`config.mk`:
```
export PLATFORM = sky130hd
export DESIGN_NAME = insmem_loader
export DESIGN_NICKNAME = d
export VERILOG_FILES = /design/src/rtl/insmem_loader.sv
export SDC_FILE = /design/constraint.sdc
export NUM_CORES = 1
export LEC_CHECK = 0
export CAP_MARGIN = 20
export CORE_MARGIN = 1
export CORE_UTILIZATION = 40
export DETAILED_ROUTE_END_ITERATION = 7
export PLACE_DENSITY = 0.69
export SLEW_MARGIN = 20
export SYNTH_ARGS = -nofsm -noshare
export SYNTH_HDL_FRONTEND = slang
export SYNTH_SLANG_ARGS = --single-unit
```
`constraint.sdc`:
```
create_clock -name CLK -period 1.67 [get_ports CLK]
set_input_delay 0.167 -clock CLK [delete_from_list [all_inputs] [get_ports CLK]]
set_output_delay 0.167 -clock CLK [all_outputs]
set_load 0.02 [all_outputs]
```
`src/rtl/insmem_loader.sv`:
```
`default_nettype none
// ============================================================================
// Module      : insmem_loader
// Description : Write-side loader for the instruction memory. Accepts a
//               program image one word per VALID/READY transfer, writes it
//               at sequential addresses from 0, holds the processor while
//               loading and pulses DONE once the image is committed.
// Revision    : 1.0  initial release
// ============================================================================
module insmem_loader #(
   parameter int AddressWidth = 2,
   parameter int DataWidth    = 2
) (
   input  logic                    CLK,
   input  logic                    RST_N,
   input  logic                    START,
   input  logic [AddressWidth:0]   LEN,
   input  logic [DataWidth-1:0]    DATAIN,
   input  logic                    VALID,
   output logic                    READY,
   output logic                    WE,
   output logic [AddressWidth-1:0] WADD,
   output logic [DataWidth-1:0]    WDATA,
   output logic                    HOLD,
   output logic                    DONE,
   output logic [AddressWidth:0]   COUNT
);

   // Memory depth expressed in the LEN/COUNT width; used to clamp LEN so the
   // write address never wraps within one load.
   localparam logic [AddressWidth:0] c_DEPTH = {1'b1, {AddressWidth{1'b0}}};

   typedef enum logic [1:0] {
      IDLE  = 2'd0,
      LOAD  = 2'd1,
      DRAIN = 2'd2
   } state_t;

   state_t                  r_state, w_state_nxt;
   logic [AddressWidth:0]   r_len,   w_len_nxt;
   logic [AddressWidth:0]   r_count, w_count_nxt;
   logic [AddressWidth-1:0] r_wadd,  w_wadd_nxt;
   logic [DataWidth-1:0]    r_wdata, w_wdata_nxt;
   logic                    r_we,    w_we_nxt;
   logic                    r_hold,  w_hold_nxt;
   logic                    r_done,  w_done_nxt;
   logic [AddressWidth:0]   w_count_inc;

   assign w_count_inc = r_count + 1'b1;

   // State and registered outputs; reset leaves memory contents untouched.
   always_ff @(posedge CLK or negedge RST_N) begin
      if (!RST_N) begin
         r_state <= IDLE;
         r_len   <= '0;
         r_count <= '0;
         r_wadd  <= '0;
         r_wdata <= '0;
         r_we    <= 1'b0;
         r_hold  <= 1'b0;
         r_done  <= 1'b0;
      end else begin
         r_state <= w_state_nxt;
         r_len   <= w_len_nxt;
         r_count <= w_count_nxt;
         r_wadd  <= w_wadd_nxt;
         r_wdata <= w_wdata_nxt;
         r_we    <= w_we_nxt;
         r_hold  <= w_hold_nxt;
         r_done  <= w_done_nxt;
      end
   end

   // Next-state and next-output decode; WE and DONE default low so they
   // only assert in the cycle following the event that requests them.
   always_comb begin
      w_state_nxt = r_state;
      w_len_nxt   = r_len;
      w_count_nxt = r_count;
      w_wadd_nxt  = r_wadd;
      w_wdata_nxt = r_wdata;
      w_we_nxt    = 1'b0;
      w_hold_nxt  = r_hold;
      w_done_nxt  = 1'b0;
      case (r_state)
         IDLE: begin
            if (START) begin
               w_count_nxt = '0;
               if (LEN != '0) begin
                  w_len_nxt   = (LEN > c_DEPTH) ? c_DEPTH : LEN;
                  w_hold_nxt  = 1'b1;
                  w_state_nxt = LOAD;
               end else begin
                  // Zero-length image: report completion without stalling.
                  w_done_nxt = 1'b1;
               end
            end
         end
         LOAD: begin
            if (VALID) begin
               w_we_nxt    = 1'b1;
               w_wadd_nxt  = r_count[AddressWidth-1:0];
               w_wdata_nxt = DATAIN;
               w_count_nxt = w_count_inc;
               if (w_count_inc == r_len) begin
                  w_state_nxt = DRAIN;
               end
            end
         end
         DRAIN: begin
            // Last word is committed at this edge; release the processor.
            w_done_nxt  = 1'b1;
            w_hold_nxt  = 1'b0;
            w_state_nxt = IDLE;
         end
         default: begin
            w_state_nxt = IDLE;
         end
      endcase
   end

   assign READY = (r_state == LOAD);
   assign WE    = r_we;
   assign WADD  = r_wadd;
   assign WDATA = r_wdata;
   assign HOLD  = r_hold;
   assign DONE  = r_done;
   assign COUNT = r_count;

endmodule
`default_nettype wire

```
==> impl_metrics.json, run 1 <==
{
  "outcome": "finished with violations",
  "failed_checks": "design-rule violations",
  "avgSynthCellArea_um2": 10.9,
  "report.power.total_mw": 1.74,
  "drc": 1,
  "fillers": 139,
  "setup_violations": 0,
  "num_rows": 14,
  "gp_congestion": 0.833,
  "postSynthCellCount": 64,
  "critPathCaptureType": "output pin",
  "grt_pass1_vias": 513,
  "cap_violations": 0,
  "ys_seq_area_share_pct": 54.1,
  "synth_top_area_cell": "dfrtp_1",
  "rsz0062_at_grt": "no",
  "dr.pass1.iters": 6,
  "multi_input_comb_area_um2": 312,
  "reg2regPathDepth": 4,
  "syn-num-nets": 74,
  "synthFlopType": "dfrtp_1",
  "crit_family": "buffers and inverters",
  "reg2reg_slack_ps": 240,
  "synthTopCellsByCount": "nand2_1, dfrtp_1, a21oi_1",
  "dieHeight_um": 43.7,
  "grt_overflow": 0,
  "fin_cells": 106,
  "grt_pass1_wl_mm": 2.18,
  "dpl_cell_area_um2": 927,
  "r2r-end": "r_state[0]",
  "num_antenna_cells": 0,
  "hold_class": "in -> async",
  "r2r_start": "COUNT[0]",
  "areaGrowthSynthToFinish_pct": 37.1,
  "holdWs_ps": 199,
  "max_freq_ghz": 0.640,
  "path_clk_slew_ps": 90,
  "cts_hold_buf": 0,
  "grt_use_total_pct": 16.6,
  "yosysMostFrequentCell": "nand2_1",
  "seq_area_um2": 375,
  "synth_cell_types": 24,
  "place_inst": 102,
  "slowest_delay_ps": 650,
  "cts_tree": "yes",
  "h-tree-depth": 1,
  "synth_top_area_share_pct": 54.1,
  "worst_pin_slew_ps": 399,
  "stdcell_area_um2": 952,
  "fp.dieArea_um2": 1910,
  "cts_setup_buffers": 0,
  "crit_chain": "clkdlybuf4s50_1",
  "synthTopCellsByArea": "dfrtp_1, nand2_1, mux2i_4",
  "wl_per_cell_um": 12.8,
  "synth_warnings": 0,
  "core_area_um2": 1560,
  "min_period_over_period_pct": 93.5,
  "ant_nets": 0,
  "critPathKind": "reg -> out",
  "drt_iter0_drc": 7,
  "port_buffers": 19,
  "totalWireLength_mm": 1.36,
  "cts.sinks": 15,
  "fin_tns_setup_ps": 0,
  "die_x_um": 43.7,
  "synthArstFlopShare_pct": 100,
  "skew_ps": 1.91,
  "nNetsFinal": 101,
  "fin_crit_ps": 1560,
  "finish.utilization_pct": 61.1,
  "slew_headroom_pct": 73.3,
  "path_buf_inv": 1,
  "slowest_stage": "clkdlybuf4s50_1",
  "cts_made_buffers": 3,
  "cp_data_arrival_time_ps": 1390,
  "synth_edf_count": 0,
  "vias": 566,
  "grt_max_degree": 16,
  "synth_area_um2": 694,
  "drive_above_1_share_pct": 12.2,
  "powerDensity_nw_per_um2": 1830,
  "cp.depth": 1,
  "dp_hpwl_mm": 1.02,
  "clockBufferDepth": 2,
  "synth_seq_cells": 15,
  "cp-start-kind": "register",
  "vdd_ir_drop_max_v": 0.000763,
  "timing.final.ws_setup_ps": 109,
  "via_per_inst": 5.34,
  "place_ws_ps": 208,
  "antenna_found_initial": 0,
  "ios": 20,
  "maxSlewViolCount": 0,
  "hold_viol_final": 0,
  "power_leakage_nw": 0.451,
  "clock_latency_ps": 280,
  "cts-root-buf": "clkbuf_4",
  "cp_data_required_time_ps": 1500,
  "cp_max_fo": 6,
  "start_util_pct": 44.5
}
-- where the power goes --
group          internal, mW  switching [mW]
sequential            0.516           0.123
combinational         0.455           0.440
clock                0.0928           0.114
total                  1.06           0.677
-- how the worst max path moves through the flow --
| stage | start | to | slack (ps) |
|---|---|---|---|
| 6_report | COUNT[0] | COUNT[0] | 110 |
| 5_1_grt | COUNT[0] | COUNT[0] | 60 |
| 4_1_cts | COUNT[0] | COUNT[0] | 100 |
| 3_5_place_dp | START | COUNT[2] | 210 |
| 3_3_place_gp | START | COUNT[2] | 200 |
| 2_1_floorplan | COUNT[0] | r_state[0] | 270 |
-- state kept, by name (all words and copies together) (netlist names) --
name     flops
COUNT        3
r_len        3
WADD         2
WDATA        2
r_state      2
DONE         1
HOLD         1
WE           1
-- layer usage --
layer	track usage [%]	part of all wire (%)	up-vias
met5	0	0	-
met4	13.1	2.7	0
met3	2.50	4.1	4
met2	24.2	48	17
met1	21.8	45	274
li1	-	-	271
-- what timing repair did --
action	in CTS	in global routing
setup endpoints to repair	1	0
hold endpoints to repair	0	0
resized for setup	1	0
-- kinds of logic (layout without fill, tap and decap cells) --
| kind of cell | Yosys count | after routing | synth area share (%) |
|---|---|---|---|
| simple gates | 31 | 31 | 23.2 |
| xor+xnor | 3 | 3 | 5.77 |
| mux | 2 | 2 | 5.40 |
| fa+ha+maj | 1 | 1 | 1.80 |
| compound gates | 10 | 10 | 8.65 |
| buf+inv | 2 | 28 | 1.08 |
| flops | 15 | 15 | 54.1 |
-- final cells by class --
| cell class | count | area share [%] |
|---|---|---|
| flip-flops and latches | 15 | 39.4 |
| multi-input cells | 47 | 32.7 |
| repair buffers | 22 | 22.2 |
| clock buffers | 4 | 2.76 |
| well taps | 16 | 2.10 |
| inverters | 2 | 0.788 |
-- cell usage in the layout, fill, tap and decap left out, types with 3 or more instances in the layout --
cell type / instances
nand2_1: 18
clkdlybuf4s50_1: 18
dfrtp_1: 15
a21oi_1: 4
clkbuf_4: 3
buf_4: 3
No activity file was read; power rests on OpenSTA's default activity.
==> run 2, diff against run 1 <==
- ABC_AREA: default -> 1
==> impl_metrics.json, run 2 <==
{
  "clockBufferDepth": 2,
  "cp_max_fo": 6,
  "hold_viol_final": 0,
  "cts.sinks": 15,
  "synthFlopType": "dfrtp_1",
  "maxSlewViolCount": 0,
  "core_area_um2": 1580,
  "vias": 568,
  "dpl_cell_area_um2": 918,
  "port_buffers": 19,
  "report.power.total_mw": 1.71,
  "slowest_delay_ps": 640,
  "crit_family": "buffers and inverters",
  "cp_data_arrival_time_ps": 1380,
  "h-tree-depth": 1,
  "synth_seq_cells": 15,
  "max_freq_ghz": 0.648,
  "cp_data_required_time_ps": 1500,
  "synth_area_um2": 701,
  "synthTopCellsByArea": "dfrtp_1, nand2_1, inv_1",
  "critPathLaunch": "COUNT[0]",
  "antenna_found_initial": 0,
  "syn-num-nets": 91,
  "grt_pass1_vias": 571,
  "fin_crit_ps": 1540,
  "grt_pass1_wl_mm": 2.26,
  "cap_violations": 0,
  "drt_iter0_drc": 15,
  "drive_above_1_share_pct": 13.3,
  "critPathKind": "reg -> out",
  "dp_hpwl_um": 965,
  "fillers": 146,
  "r2r_start": "COUNT[0]",
  "p_switching_mw": 0.722,
  "synthTopCellsByCount": "nand2_1, dfrtp_1, inv_1",
  "via_per_inst": 4.69,
  "setup_violations": 0,
  "gp_congestion": 0.744,
  "p_int_mw": 0.989,
  "wl_per_cell_um": 10.8,
  "slowest_stage": "clkdlybuf4s50_1",
  "synth_edf_count": 0,
  "outcome": "finished with violations",
  "clockPowerShare_pct": 12.2,
  "synth_warnings": 0,
  "min_period_over_period_pct": 92.4,
  "totalWireLength_mm": 1.30,
  "grt_overflow": 0,
  "nNetsFinal": 116,
  "drc": 1,
  "comb_power_share_pct": 51.4,
  "grt_max_degree": 16,
  "cts_made_buffers": 3,
  "cts-root-buf": "clkbuf_4",
  "fp.dieArea_um2": 1920,
  "failed_checks": "design-rule violations",
  "seqPwrFrac_pct": 36.4,
  "powerDensity_nw_per_um2": 1810,
  "synth_top_area_share_pct": 53.6,
  "stdcell_area_um2": 943,
  "rsz0062_at_grt": "no",
  "critPathCaptureType": "output pin",
  "ant_nets": 0,
  "final_cell_mix": "nand2_1, clkdlybuf4s50_1, dfrtp_1, inv_1, nand3_1",
  "areaGrowthSynthToFinish_pct": 34.6,
  "grt_use_total_pct": 16.5,
  "synthArstFlopShare_pct": 100,
  "skew_ps": 8.06,
  "ios": 20,
  "fin_tns_setup_ps": 0,
  "dieHeight_um": 43.9,
  "num_rows": 14,
  "synth_top_area_cell": "dfrtp_1",
  "start_util_pct": 44.4,
  "die_x_um": 43.9,
  "dr.pass1.iters": 6,
  "avgSynthCellArea_um2": 8.65,
  "crit_chain": "clkdlybuf4s50_1",
  "postSynthCellCount": 81,
  "cts_tree": "yes",
  "ys_seq_area_share_pct": 53.6,
  "final_common_cell": "nand2_1",
  "power_leakage_nw": 0.464,
  "synth_cell_types": 18,
  "cp-start-kind": "register",
  "hold_class": "in -> async",
  "clock_latency_ps": 290,
  "yosysMostFrequentCell": "nand2_1",
  "path_clk_slew_ps": 90,
  "cts_setup_buffers": 0,
  "num_antenna_cells": 0,
  "path_buf_inv": 1,
  "p_sw_share_pct": 42.2,
  "worst_pin_slew_ps": 219,
  "vdd_ir_drop_max_v": 0.000908,
  "slew_headroom_pct": 85.3
}
==> run 2: cell count changes in the layout (fill, tap and decap cells not counted), moves of 2 or more <==
cell | before | now
inv_1 | 2 | 10
buf_4 | 3 | 1
nand3_1 | 2 | 6
nand2_1 | 18 | 26
nor2_4 | 0 | 2
nor3_1 | 2 | 0
nor2_1 | 2 | 5
nand3_2 | 0 | 2
a21oi_1 | 4 | 1
inv_2 | 0 | 3
nor2b_1 | 2 | 0
==> run 2: path summary, 6_finish.rpt <==
kind                              end  slack (ps)  depth (start not counted)
max                          COUNT[0]         130                          1
min                          r_len[0]         180                          2
max reg2reg                r_state[0]         350                          9
min reg2reg                      DONE         470                          1
max in group asynchronous     WADD[0]        1300                          2
min in group CLK             WDATA[1]         410                          3
==> run 2: kinds of logic (layout without fill, tap and decap cells) <==
family,after synthesis,after routing,share of synthesized area (%)
xor gates and xnor gates,1,1,1.25
AOI/OAI and AO/OA,8,8,6.61
and+or+nand+nor,42,42,28.6
DFF,15,15,53.6
adders and majority gates,1,1,1.79
buffers and inverters,14,38,8.21
==> run 2: through the flow <==
stage | utilization [%] | hold slack, ps | setup slack, ps | instances
after floorplan | - | -129 | 369 | 81
after global placement | 58.3 | 450 | 335 | 117
after detailed placement | 58.3 | 461 | 312 | 117
after CTS | 59.8 | 192 | 124 | 121
after global routing | 59.8 | 200 | 89.8 | 121
final | 59.8 | 184 | 127 | 121
==> run 2: area by class of cell <==
class | count | area, um2 | area share, %
multi-input combinational | 52 | 268 | 28.4
clock buffer | 4 | 26.3 | 2.79
inverter | 14 | 57.6 | 6.10
tap | 16 | 20.0 | 2.12
timing repair buffer | 20 | 196 | 20.8
sequential | 15 | 375 | 39.8
==> run 2: repair_timing <==
item                                    CTS  global route
hold endpoints to repair                  0             0
hold buffers                              0             0
endpoints found under the setup margin    1             0
gates resized for setup                   1             0
==> run 2: power groups by stage <==
stage / sequential [mW] / combinational (mW) / clock [mW]
after floorplan: 0.738 / 0.448 / 0
after global placement: 0.623 / 0.885 / 0
after detailed placement: 0.631 / 0.896 / 0
after CTS: 0.624 / 0.891 / 0.217
after global routing: 0.642 / 0.983 / 0.229
final: 0.623 / 0.878 / 0.209
==> run 2: routing by layer <==
metal	up-vias	part of all wire, %	global-route usage [%]
met5	-	0	0
met4	0	1.0	7.88
met3	2	5.7	7.08
met2	17	45	25.4
met1	250	49	19.8
li1	299	-	-
